## src/rtl/bus_generator_arbiter.sv

```systemverilog
// Multi-bus round-robin arbiter: pops one packet from a pending agent and routes it by ID.
// Optional macro BUS_DROP_CNT_EN adds a saturating per-bus drop counter output.
module bus_generator_arbiter #(
    parameter int          bits      = 1,
    parameter int          drvrs     = 4,
    parameter int          pckg_sz   = 16,
    parameter logic [7:0]  broadcast = 8'hFF
) (
    input  logic                            clk,
    input  logic                            rst,
    input  logic [bits*drvrs-1:0]           pndng,
    output logic [bits*drvrs-1:0]           pop,
    input  logic [bits*drvrs*pckg_sz-1:0]   D_pop,
    output logic [bits*drvrs-1:0]           push,
    output logic [bits*drvrs*pckg_sz-1:0]   D_push
`ifdef BUS_DROP_CNT_EN
    ,
    output logic [16*bits-1:0]              drop_cnt
`endif
);

    localparam int IW = (drvrs > 1) ? $clog2(drvrs) : 1;

    typedef enum logic [1:0] {
        IDLE,
        POP,
        PUSH
    } state_t;

    for (genvar b = 0; b < bits; b++) begin : g_bus
        state_t             state;
        state_t             state_nxt;
        logic [IW-1:0]      grant;
        logic [IW-1:0]      last;
        logic [IW-1:0]      rr_idx;
        logic               rr_hit;
        logic [pckg_sz-1:0] pkt;
        logic [drvrs-1:0]   pnd;
        logic [drvrs-1:0]   pop_b;
        logic [drvrs-1:0]   push_b;
        logic [7:0]         id;
        logic               drop;

        assign pnd = pndng[b*drvrs +: drvrs];
        assign id  = pkt[pckg_sz-1 -: 8];

        // Round-robin search: first pending agent strictly after the last grant.
        always_comb begin
            rr_idx = last;
            rr_hit = 1'b0;
            for (int i = 1; i <= drvrs; i++) begin
                if (!rr_hit && pnd[(int'(last) + i) % drvrs]) begin
                    rr_hit = 1'b1;
                    rr_idx = IW'((int'(last) + i) % drvrs);
                end
            end
        end

        // Next state, pop strobe and routing decode for the latched packet.
        always_comb begin
            state_nxt = state;
            pop_b     = '0;
            push_b    = '0;
            drop      = 1'b0;
            unique case (state)
                IDLE: begin
                    if (rr_hit) state_nxt = POP;
                end
                POP: begin
                    pop_b[grant] = 1'b1;
                    state_nxt    = PUSH;
                end
                PUSH: begin
                    state_nxt = IDLE;
                    if (id == broadcast) begin
                        push_b        = '1;
                        push_b[grant] = 1'b0;
                    end else if (id < 8'(drvrs) && id != 8'(grant)) begin
                        push_b[id[IW-1:0]] = 1'b1;
                    end else begin
                        drop = 1'b1;
                    end
                end
                default: state_nxt = IDLE;
            endcase
        end

        // State, grant, last-served agent and packet register.
        always_ff @(posedge clk) begin
            if (rst) begin
                state <= IDLE;
                grant <= '0;
                last  <= IW'(drvrs - 1);
                pkt   <= '0;
            end else begin
                state <= state_nxt;
                if (state == IDLE && rr_hit) grant <= rr_idx;
                if (state == POP)
                    pkt <= D_pop[(b*drvrs + int'(grant))*pckg_sz +: pckg_sz];
                if (state == PUSH) last <= grant;
            end
        end

        assign pop[b*drvrs +: drvrs]  = pop_b;
        assign push[b*drvrs +: drvrs] = push_b;
        assign D_push[b*drvrs*pckg_sz +: drvrs*pckg_sz] = {drvrs{pkt}};

`ifdef BUS_DROP_CNT_EN
        logic [15:0] cnt;

        // Saturating count of packets discarded in the PUSH cycle.
        always_ff @(posedge clk) begin
            if (rst) begin
                cnt <= '0;
            end else if (drop && cnt != 16'hFFFF) begin
                cnt <= cnt + 16'd1;
            end
        end

        assign drop_cnt[16*b +: 16] = cnt;
`endif
    end

endmodule

```

## config.mk

```make
export PLATFORM = sky130hd
export DESIGN_NAME = bus_generator_arbiter
export DESIGN_NICKNAME = d
export VERILOG_FILES = /design/src/rtl/bus_generator_arbiter.sv
export SDC_FILE = /design/constraint.sdc
export NUM_CORES = 1
export LEC_CHECK = 0
export BUFFER_PORTS_ARGS = -buffer_cell sky130_fd_sc_hd__buf_2
export CAP_MARGIN = 20
export CORE_MARGIN = 2
export CORE_UTILIZATION = 35
export CTS_CLUSTER_SIZE = 8
export DETAILED_ROUTE_END_ITERATION = 10
export PLACE_DENSITY = 0.86
export SLEW_MARGIN = 5
export SYNTH_ARGS = -nofsm -noshare
export SYNTH_HDL_FRONTEND = slang
export SYNTH_SLANG_ARGS = --single-unit
```

## constraint.sdc

```tcl
create_clock -name clk -period 1.38 [get_ports clk]
set_input_delay 0.069 -clock clk [delete_from_list [all_inputs] [get_ports clk]]
set_output_delay 0.069 -clock clk [all_outputs]
set_load 0.02 [all_outputs]
```

== Word-level counts from Yosys, hierarchy flattened ==
Index checks and enable logic that the tools add are counted.

* Shifts and indexed selects: 1
* Multiplexer cells: 30
* Bitwise gates (word level): 5
* $lt $le $gt $ge: 9
* Equality and inequality tests: 5
* Reduce and logical (&&, ||, !) cells: 15
* $add $sub $neg: 4

{| class="wikitable"
|+ Operators by type and width
! kind !! count
|-
| 64-bit by 7-bit indexed part select with 16-bit output || 1
|-
| 3-bit by 4-bit < comparator with 1-bit output, second input constant || 4
|-
| 4-bit two-way mux || 4
|-
| 1-bit two-way mux || 14
|-
| 2-bit two-way mux || 5
|-
| 1-bit binary-select mux with 2-bit select || 4
|-
| 8-bit == test, second input constant || 1
|-
| 8-bit by 3-bit < comparator with 1-bit output, second input constant || 1
|-
| 8-bit by 2-bit inequality test with 1-bit output || 1
|-
| 2-bit OR reduction || 4
|-
| 1-bit logical AND || 7
|-
| 2-bit by 3-bit < comparator with 1-bit output, second input constant || 2
|-
| 2-bit by 1-bit adder with 2-bit output, second input constant || 2
|-
| 2-bit adder, second input constant || 2
|-
| 1-bit bitwise AND, first input constant || 4
|-
| 1-bit demux with 2-bit select || 2
|-
| 2-bit by 1-bit >= comparator with 1-bit output, second input constant || 2
|-
| 4-bit inverter || 1
|-
| 2-bit case mux with 2 select lines || 1
|-
| 1-bit zero test || 3
|-
| 2-bit by 1-bit == test with 1-bit output, second input constant || 1
|-
| 2-bit == test, second input constant || 1
|-
| 2-bit zero test || 1
|-
| 2-bit inequality test, second input constant || 1
|}

* Register bits after elaboration: 22
* Logic and storage cells: 73
* Output and inout port bits: 72

== Longest topological paths before layout ==
* Word-level depth: 18
* Gate-level depth with buffers: 5

== Worst setup path after synthesis ==
OpenSTA, ideal clock, no wires.

* Path type: register to output
* Start point: register g_bus[0].pkt[9]
* End point: output push[0]
* Buffers on the path: 0
* Cell stages (with the launch flop): 4
* Setup slack: -0.227 ns
* Arrival: 1.538 ns
* Required time: 1.311 ns
* Path through: dfxtp_1 xor2_1 o2111ai_1 o32ai_1

* Longest elaborated chain between the ends: 7

{| class="wikitable"
|+ RTL lines
! what !! RTL line !! text
|-
| start: declaration || 37 || <nowiki>logic [pckg_sz-1:0] pkt;</nowiki>
|-
| start signal: assignment || 99 || <nowiki>pkt <= D_pop[(b*drvrs + int'(grant))*pckg_sz +: pckg_sz];</nowiki>
|-
| 2-bit by 3-bit < comparator with 1-bit output (implied by the code) / 2-bit by 1-bit >= comparator with 1-bit output (equally long branches) || 79 || <nowiki>push_b[id[IW-1:0]] = 1'b1;</nowiki>
|-
| 1-bit logical AND (implied by the code) || 79 ||
|-
| 1-bit two-way mux (implied by the code) || 79 ||
|-
| 1-bit demux with 2-bit select || 79 ||
|-
| 4-bit two-way mux || 78 || <nowiki>end else if (id < 8'(drvrs) && id != 8'(grant)) begin</nowiki>
|-
| 4-bit two-way mux (*) || 75 || <nowiki>if (id == broadcast) begin</nowiki>
|-
| 4-bit two-way mux (*) || 65 || <nowiki>unique case (state)</nowiki>
|-
| end: declaration || 14 || <nowiki>output logic [bits*drvrs-1:0] push,</nowiki>
|}

Every way passes the cells marked *; elsewhere a longest branch is shown, timed or not.

== Final worst setup path ==
* Start point: register g_bus[0].pkt[13]
* End point: output push[0]

* Longest elaborated chain between the ends: 5

{| class="wikitable"
|+ RTL lines
! what !! RTL line
|-
| 8-bit by 3-bit < comparator with 1-bit output / 8-bit by 2-bit inequality test with 1-bit output (equally long branches) || 78
|-
| 1-bit logical AND || 78
|-
| 4-bit two-way mux || 78
|-
| 4-bit two-way mux (*) || 75
|-
| 4-bit two-way mux (*) || 65
|}

Marked as above.

==> flow_metrics.env <==
export IMPL_htreeDepth=1
export IMPL_hold_viol=0
export IMPL_vias=1651
export IMPL_end_kind="output port"
export IMPL_die_width_um=73.8
export IMPL_synth_cell_area_mm2=0.00170
export IMPL_fin_skew_ns=0.00520
export IMPL_setup_viol=20
export IMPL_rsz0062_at_grt="yes"
export IMPL_r2r_start="g_bus[0].grant[0]$_SDFFE_PP0P_"
export IMPL_grtUsageTotal_pct=18.3
export IMPL_fmax_mhz=579
export IMPL_finalPower_mw=2.42
export IMPL_ioPinCount=142
export IMPL_grt_use_met2_pct=34.1
export IMPL_setup_tns_ns=-2.37
export IMPL_clk_path_buf_depth=2
export IMPL_syn_num_nets=234
export IMPL_wl_per_cell_um=15.1
export IMPL_power_leakage_nw=1.33
export IMPL_r2r_end="g_bus[0].pkt[15]$_SDFFE_PP0P_"
export IMPL_dp_final_hpwl_um=4020
export IMPL_violations="setup timing"
export IMPL_p_per_area_mw_per_mm2=930
export IMPL_ys_ff_latch=22
export IMPL_path_class="reg2out"
export IMPL_core_area_mm2=0.00472
export IMPL_use_met3_pct=3.84
export IMPL_root_buffer="clkbuf_8"
export IMPL_area_growth_pct=52.6
export IMPL_yosys_warnings=0
export IMPL_tightest_slew_ns=0.418
export IMPL_synth_main_ff_cell="dfxtp_1"
export IMPL_layout_nets=348
export IMPL_dr_pass1_iters=4
export IMPL_crit_fanout=4
export IMPL_postRouteAntennaNets=0
export IMPL_cts_tree="done"
export IMPL_dr_first_iter_drc_count=60
export IMPL_max_cap_violations=0
export IMPL_gp_congestion=0.736
export IMPL_die_h_um=73.8
export IMPL_vias_per_cell=4.80
export IMPL_critPathLaunchType="register"
export IMPL_synth_cells=164
export IMPL_reg2reg_depth=5
export IMPL_initial_core_util_pct=36.1
export IMPL_min_path_cells=2
export IMPL_hold_start="rst"
export IMPL_grt_util_met1_pct=21.7
export IMPL_grt_pass1_wl_um=7700
export IMPL_synth_cell_type_count=32
export IMPL_ff2ff_setup_slack_ns=-0.12
export IMPL_portBuffers=141
export IMPL_post_route_period_util_pct=125
export IMPL_clock_sinks=22
export IMPL_relSlewSlack_pct=72.0
export IMPL_antenna_cells=0
export IMPL_grt_most_used_layer="met2"
export IMPL_grt_max_degree=18
export IMPL_layout_setup_ws_ns=-0.348
export IMPL_synth_edf_count=0
export IMPL_fp_dieArea_mm2=0.00544
export IMPL_critPathArrivalTime_ns=1.66
export IMPL_whs_ns=0.101
export IMPL_antenna_found_initial=0
export IMPL_first_global_vias=1588
export IMPL_grt_ovfl_total=0
export IMPL_drv_slew=0
export IMPL_worstPathRequired_ns=1.31
export IMPL_fin_crit_ns=1.73
export IMPL_vdd_drop_max_mv=0.558
export IMPL_drive_gt1_share_pct=76.2
export IMPL_rows=25
export IMPL_clk_latency_ns=0.26
export IMPL_async_flop_share_pct=0
export IMPL_hold_path_class="in2reg"
export IMPL_hold_path_end="g_bus[0].grant[0]$_SDFFE_PP0P_"
export IMPL_ys_seq_area_share_pct=25.8
export IMPL_synth_area_per_cell_um2=10.4
export IMPL_status="finished with violations"
export IMPL_drcViolationCount=0
export IMPL_cts_buffers=3
export IMPL_path_clk_slew_ns=0.09
export IMPL_drt_total_wl_um=5210
[stage by stage]
| stage | util [%] | setup WS (ns) | instances | instance area [um^2] |
|---|---|---|---|---|
| floorplan | - | -0.0226 | 164 | 1830 |
| global placement | 49.5 | -0.0931 | 334 | 2340 |
| detailed placement | 49.5 | -0.131 | 334 | 2340 |
| CTS | 54.2 | -0.374 | 342 | 2560 |
| global route | 55.0 | -0.431 | 344 | 2600 |
| finish | 55.0 | -0.348 | 344 | 2600 |
[sequential cells by signal, indices dropped and copies added (netlist names)]
signal / flops
g_bus.last: 2
g_bus.state: 2
g_bus.pkt: 16
g_bus.grant: 2
[critical path, stage by stage (launching register included)]
cell and delay (ns):
dfxtp_2 0.34, nor4_4 0.37, o2111ai_4 0.26, o32ai_4 0.27, buf_6 0.15
[Yosys cell counts (4+ instances only)]
master	number	area [um^2]
buf_2	4	20.0
nor2b_1	4	25.0
dfxtp_1	22	440
a22o_1	16	140
and2_1	4	25.0
nor2_1	5	18.8
o21ai_0	4	20.0
mux4_2	13	293
nor4_1	4	25.0
buf_4	48	360
inv_1	5	18.8
[how the worst max path moves through the flow]
stage                              startpoint  slack [ns]      end
6_report        g_bus[0].pkt[13]$_SDFFE_PP0P_       -0.35  push[0]
5_1_grt         g_bus[0].pkt[13]$_SDFFE_PP0P_       -0.43  push[0]
4_1_cts         g_bus[0].pkt[12]$_SDFFE_PP0P_       -0.37  push[0]
3_5_place_dp    g_bus[0].pkt[13]$_SDFFE_PP0P_       -0.13  push[0]
3_3_place_gp    g_bus[0].pkt[13]$_SDFFE_PP0P_       -0.09  push[0]
2_1_floorplan  g_bus[0].grant[0]$_SDFFE_PP0P_       -0.02  push[0]
[layout by cell type (no fill, tap or decap), drive strengths merged, types with 3 or more instances in the layout]
cell type  instances
a22o              16
and2               4
buf              165
clkbuf             4
dfxtp             22
inv                5
mux4              16
nand2              3
nor2               7
nor2b              4
nor4               4
o21ai              4
o32ai              3
[cell type report]
cell class                 instances  area (um^2)
multi-input combinational         80          956
clock buffer                       4         66.3
sequential                        22          455
tap                               67         83.8
fill                             403         2120
inverter                           5         18.8
timing repair buffer             166         1020
[where the power goes]
group          leakage (nW)  internal [mW]  switching, mW
Combinational          1.11          0.543          0.583
Clock                0.0339          0.315          0.217
Sequential            0.184          0.697         0.0635
[per-layer routing]
metal | wire length (um) | up-vias
met4 | 29 | 0
met3 | 299 | 4
met5 | 0 | -
li1 | - | 789
met1 | 2090 | 780
met2 | 2790 | 78
[logic make-up after synthesis]
logic type      Yosys count  synth area share (%)
simple gates             31                  10.5
compound gates           31                  14.5
xor+xnor                  2                  1.03
flops                    22                  25.8
buf+inv                  62                  26.4
mux                      16                  21.8
[what timing repair did]
item,4_1_cts,5_1_grt
hold buffers,0,0
setup buffers,3,3
cloned,1,0
pin swaps,7,5
resized for setup,36,8
setup endpoints to repair,23,24
No activity file was read; power rests on OpenSTA's default activity.
